<file path="src/rtl/axi4_lite_master_rw.sv">
// axi4_lite_master_rw: single-outstanding AXI4-Lite master turning one local read/write request into AXI handshakes
// Optional feature macro: AXI4_LITE_MASTER_WSTRB_EN adds the req_wstrb port; without it every byte lane is written.
module axi4_lite_master_rw #(
   parameter int addr_width = 7,
   parameter int data_width = 32
) (
   input  logic                      clk,
   input  logic                      rst_n,
   input  logic                      req_valid,
   output logic                      req_ready,
   input  logic                      req_write,
   input  logic [addr_width-1:0]     req_addr,
   input  logic [data_width-1:0]     req_wdata,
`ifdef AXI4_LITE_MASTER_WSTRB_EN
   input  logic [data_width/8-1:0]   req_wstrb,
`endif
   output logic                      resp_valid,
   output logic                      resp_error,
   output logic [data_width-1:0]     resp_rdata,
   output logic [addr_width-1:0]     m_axi_awaddr,
   output logic [2:0]                m_axi_awprot,
   output logic                      m_axi_awvalid,
   input  logic                      m_axi_awready,
   output logic [data_width-1:0]     m_axi_wdata,
   output logic [data_width/8-1:0]   m_axi_wstrb,
   output logic                      m_axi_wvalid,
   input  logic                      m_axi_wready,
   input  logic [1:0]                m_axi_bresp,
   input  logic                      m_axi_bvalid,
   output logic                      m_axi_bready,
   output logic [addr_width-1:0]     m_axi_araddr,
   output logic [2:0]                m_axi_arprot,
   output logic                      m_axi_arvalid,
   input  logic                      m_axi_arready,
   input  logic [data_width-1:0]     m_axi_rdata,
   input  logic [1:0]                m_axi_rresp,
   input  logic                      m_axi_rvalid,
   output logic                      m_axi_rready
);
   typedef enum logic [2:0] {IDLE, WR_ADDR_DATA, WR_RESP, RD_ADDR, RD_DATA} state_t;
   state_t state, next;
   logic [addr_width-1:0] addr_q;
   logic [data_width-1:0] wdata_q;
   logic aw_done, w_done;
   logic unused_resp;
   wire aw_hs = m_axi_awvalid && m_axi_awready;
   wire w_hs = m_axi_wvalid && m_axi_wready;
   wire accept = req_valid && req_ready;
   assign m_axi_awaddr = addr_q;
   assign m_axi_araddr = addr_q;
   assign m_axi_wdata = wdata_q;
   assign m_axi_awprot = 3'b000;
   assign m_axi_arprot = 3'b000;
   assign unused_resp = m_axi_bresp[0] ^ m_axi_rresp[0];
`ifdef AXI4_LITE_MASTER_WSTRB_EN
   logic [data_width/8-1:0] wstrb_q;
   assign m_axi_wstrb = wstrb_q;
   // strobes are captured with the request so the W channel stays stable until its handshake
   always_ff @(posedge clk or negedge rst_n)
      if (!rst_n) wstrb_q <= '0;
      else if (accept) wstrb_q <= req_wstrb;
`else
   assign m_axi_wstrb = '1;
`endif
   // state register
   always_ff @(posedge clk or negedge rst_n)
      if (!rst_n) state <= IDLE;
      else state <= next;
   // next state: write leaves WR_ADDR_DATA once both AW and W have handshaked, in either order
   always_comb begin
      next = state;
      case (state)
         IDLE:         next = req_valid ? (req_write ? WR_ADDR_DATA : RD_ADDR) : IDLE;
         WR_ADDR_DATA: next = (aw_done || aw_hs) && (w_done || w_hs) ? WR_RESP : WR_ADDR_DATA;
         WR_RESP:      next = m_axi_bvalid ? IDLE : WR_RESP;
         RD_ADDR:      next = m_axi_arready ? RD_DATA : RD_ADDR;
         RD_DATA:      next = m_axi_rvalid ? IDLE : RD_DATA;
         default:      next = IDLE;
      endcase
   end
   // handshake outputs decoded purely from state so no valid ever depends on a ready
   always_comb begin
      req_ready     = state == IDLE;
      m_axi_awvalid = state == WR_ADDR_DATA && !aw_done;
      m_axi_wvalid  = state == WR_ADDR_DATA && !w_done;
      m_axi_bready  = state == WR_RESP;
      m_axi_arvalid = state == RD_ADDR;
      m_axi_rready  = state == RD_DATA;
   end
   // request capture, per-channel done flags and the registered completion pulse
   always_ff @(posedge clk or negedge rst_n)
      if (!rst_n) begin
         addr_q     <= '0;
         wdata_q    <= '0;
         aw_done    <= 1'b0;
         w_done     <= 1'b0;
         resp_valid <= 1'b0;
         resp_error <= 1'b0;
         resp_rdata <= '0;
      end else begin
         resp_valid <= 1'b0;
         if (accept) begin
            addr_q  <= req_addr;
            wdata_q <= req_wdata;
            aw_done <= 1'b0;
            w_done  <= 1'b0;
         end
         if (aw_hs) aw_done <= 1'b1;
         if (w_hs) w_done <= 1'b1;
         if (state == WR_RESP && m_axi_bvalid) begin
            resp_valid <= 1'b1;
            resp_error <= m_axi_bresp[1];
         end
         if (state == RD_DATA && m_axi_rvalid) begin
            resp_valid <= 1'b1;
            resp_error <= m_axi_rresp[1];
            resp_rdata <= m_axi_rdata;
         end
      end
endmodule

</file>
<file path="config.mk">
export PLATFORM = sky130hd
export DESIGN_NAME = axi4_lite_master_rw
export DESIGN_NICKNAME = d
export VERILOG_FILES = /design/src/rtl/axi4_lite_master_rw.sv
export SDC_FILE = /design/constraint.sdc
export NUM_CORES = 1
export LEC_CHECK = 0
export CAP_MARGIN = 5
export CORE_MARGIN = 10
export CORE_UTILIZATION = 40
export CTS_BUF_LIST = sky130_fd_sc_hd__clkbuf_8
export DETAILED_ROUTE_END_ITERATION = 16
export PLACE_DENSITY = 0.81
export SYNTH_ARGS = -nofsm -noshare
export SYNTH_HDL_FRONTEND = slang
export SYNTH_SLANG_ARGS = --single-unit
</file>
<file path="constraint.sdc">
create_clock -name clk -period 2.45 [get_ports clk]
set_clock_uncertainty 0.1 [all_clocks]
set_input_delay 0.3675 -clock clk [delete_from_list [all_inputs] [get_ports clk]]
set_output_delay 0.3675 -clock clk [all_outputs]
set_load 0.02 [all_outputs]
</file>
==> impl_results.md <==
* Pwr Density at 1353 nW/um^2
* Worst skew pair latency at 0.33 ns
* Routed len/inst at 18.03 um
* Worst Hold Depth at 1
* Fin. max-slew vios at 0
* Die Y at 110.7 um
* CTS root buf: clkbuf_8
* Largest family of logic cells by synthesized area: multiplexers
* Reg2Reg Capture Point: m_axi_wdata[0]
* Routed vias at between 2,000 and 2,500
* Global Route Usage Sum at 13.98%
* Setup repair after global routing missed its margin: false
* Distinct cells, synth at 24
* Min Tclk post-route at 2.312 ns
* Die area at ~12,000 um^2
* Mean post-synth cell area at 15.74 um^2
* Leak pwr at 0.002284 uW
* Predominant post-synthesis flop cell: dfrtp_1
* Antenna cells at 0
* Fillers at slightly above 600
* Initial Utilization at 40.66%
* Hold WC Path Type: flip-flop to flip-flop
* Setup violators final at 0
* H-tree depth at 3
* Postcts setup bufs at 0
* Setup crit end kind: output pin
* Arrival time worst endpoint at 1.84 ns
* IR Drop Worst-Case VDD at 0.5952 mV
* Most frequent cells in the layout: clkdlybuf4s50_1, dfrtp_1, mux2_2, mux2_4
* Share of layout cells above drive strength 1 at a little under a quarter
* Crit. Startpoint: state[2]
* # rows at 33
* Syn. warnings at 0
* Register area share after synthesis at 59.32%
* Area grow syn2layout at 59.28%
* Sequential Area at a little under 2000 um^2
* CP Launch Type: flip-flop
* Max-slew headroom at between 60% and 70%
* Initial antenna violation count at 0
* Synth Area in Simple Gates at 3.726%
* Measured slew at the worst slew-check pin at 0.5968 ns
* Mapped Area at ~3300 um^2
* GPL Wtd Cong at 0.7221
* WHS at 0.4069 ns
* Number of flops mapped to enable cells by yosys at 0
* DRT Pass-1 Iters at 4
* Largest net degree at the start of global routing at 46
* Synth Area in Compound Gates at 1.483%
* F_max at 432.5 MHz
* Drt initial violations at 42
* Worst reg2reg path startpoint: state[0]
* CTS max path bufs at 2
* Routed Antenna Nets at 0
* Type of the worst setup path: flip-flop to output pin
* Area of the multi-input gates at 1141 um^2
* R2R cell count at 3
* Crit share post-route at ~94%
* Gate Count Post-Synth at 209
* Mux cell area share after synthesis at 28.33%
* NumNets Final at 457
* Synth Area in XOR/XNOR at 0%
* CTS clock-pin slew for the worst setup and hold paths at 0.08 ns
* Port-buffer cells at 167
* R2R setup slack at ~0.67 ns
* Clk sinks at just under 80
* Die width at 110.7 um
* Post-DP HPWL at 6.781 mm
* Core Footprint at roughly 8100 um^2
* Crit path capture: m_axi_arvalid
* Max-cap violations at 0
* Fin. Hold Viols at 0
* CP max FO at 8
* CTS tree: done
* Min-Delay Startpoint: resp_rdata[4]
* Remaining Overflow, GRT at 0
* DRC errors left at 0
* Status: finished clean
* Post-synth ARST share at 100.0%
* First-pass GRT wire length at 14.01 mm
* Yosys reg bits at between 70 and 80
* Commonest non-fill, non-tap cell in the layout: clkdlybuf4s50_1
* Adder-Cell Fraction of Synth Area at 0%
* Setup TNS at 0 ns
* Vias in the first global route at between 2,000 and 3,000
* Post-Route WL at just under 9 mm
* Number of I/O pins at 180
* DR vias/cell at roughly 4.6
* Num CTS Buffers at 9
* WP data required at 1.98 ns
[area by class of cell]
class,count,area share (%)
well taps,105,2.507
multi-input cells,109,21.77
clock buffers,10,2.626
clock inverters,4,2.292
repair buffers,172,33.33
inverters,3,0.2148
flip-flops and latches,78,37.26
[metrics by stage]
| stage | utilization (%) | setup slack [ns] | cells | power, uW | instance area, um^2 |
|---|---|---|---|---|---|
| after global routing | 64.77 | 0.008358 | 481 | 7470 | 5241 |
| after detailed placement | 61.44 | 0.4398 | 466 | 5929 | 4972 |
| final | 64.77 | 0.1378 | 481 | 7091 | 5241 |
| after floorplan | - | 0.7233 | 217 | 4267 | 3321 |
| after global placement | 61.44 | 0.4696 | 466 | 5836 | 4972 |
| after CTS | 64.75 | 0.05885 | 481 | 7202 | 5240 |
[worst min path at each step]
stage,to
floorplan,aw_done
global placement,m_axi_wdata[0]
detailed placement,m_axi_wdata[18]
CTS,resp_rdata[4]
global route,m_axi_wdata[9]
finish,resp_rdata[4]
[worst max-delay path, cell delays in order, from the launching register on]
cell and delay (ns):
dfrtp_1 0.49, nor2b_1 0.22, nand2_1 0.09, inv_1 0.09, clkdlybuf4s50_1 0.62
[repair_timing]
action,4_1_cts,5_1_grt
hold endpoints to repair,44,0
hold buffers,1,0
endpoints found under the setup margin,0,1
gates resized for setup,0,1
[synthesized netlist by cell type (2+ instances only)]
library cell  count  area, um^2
buf_6             5       56.30
mux2_2           35       394.1
buf_2             2       10.01
nor3b_1           2       15.01
mux2_4           30       450.4
inv_1             3       11.26
conb_1            2       7.510
a21oi_1           3       15.01
dfrtp_1          78        1952
mux2_1            6       67.56
mux2i_1           2       20.02
o21ai_0           2       10.01
buf_4            20       150.1
nor2_1            5       18.77
nand2_1           4       15.01
and4bb_2          2       25.02
[report_power, final]
part / switching [uW] / internal, uW
combinational: 1610 / 1990
clock: 429 / 797
sequential: 369 / 1890
total: 2410 / 4680
[state kept, by name, summed over array words and instances (netlist names)]
register and cells:
resp_rdata 32, m_axi_araddr 7, resp_error 1, aw_done 1
w_done 1, resp_valid 1, m_axi_wdata 32, state 3
[per-layer routing]
| metal | GRT usage (%) | wire length [um] | share of wire (%) |
|---|---|---|---|
| met1 | 15.03 | 3357 | 39 |
| met2 | 22.72 | 4168 | 48 |
| met3 | 8.009 | 1063 | 12 |
| met4 | 4.427 | 85 | 0.98 |
| met5 | 0 | 0 | 0 |
[logic make-up (layout without fill, tap and decap cells)]
| family | after synthesis | in the layout |
|---|---|---|
| buffers and inverters | 30 | 189 |
| other | 2 | 10 |
| AOI/OAI and AO/OA | 8 | 8 |
| muxes | 73 | 73 |
| and+or+nand+nor | 18 | 18 |
| DFF | 78 | 78 |
Note: power is estimated with default switching activity, not from simulation.
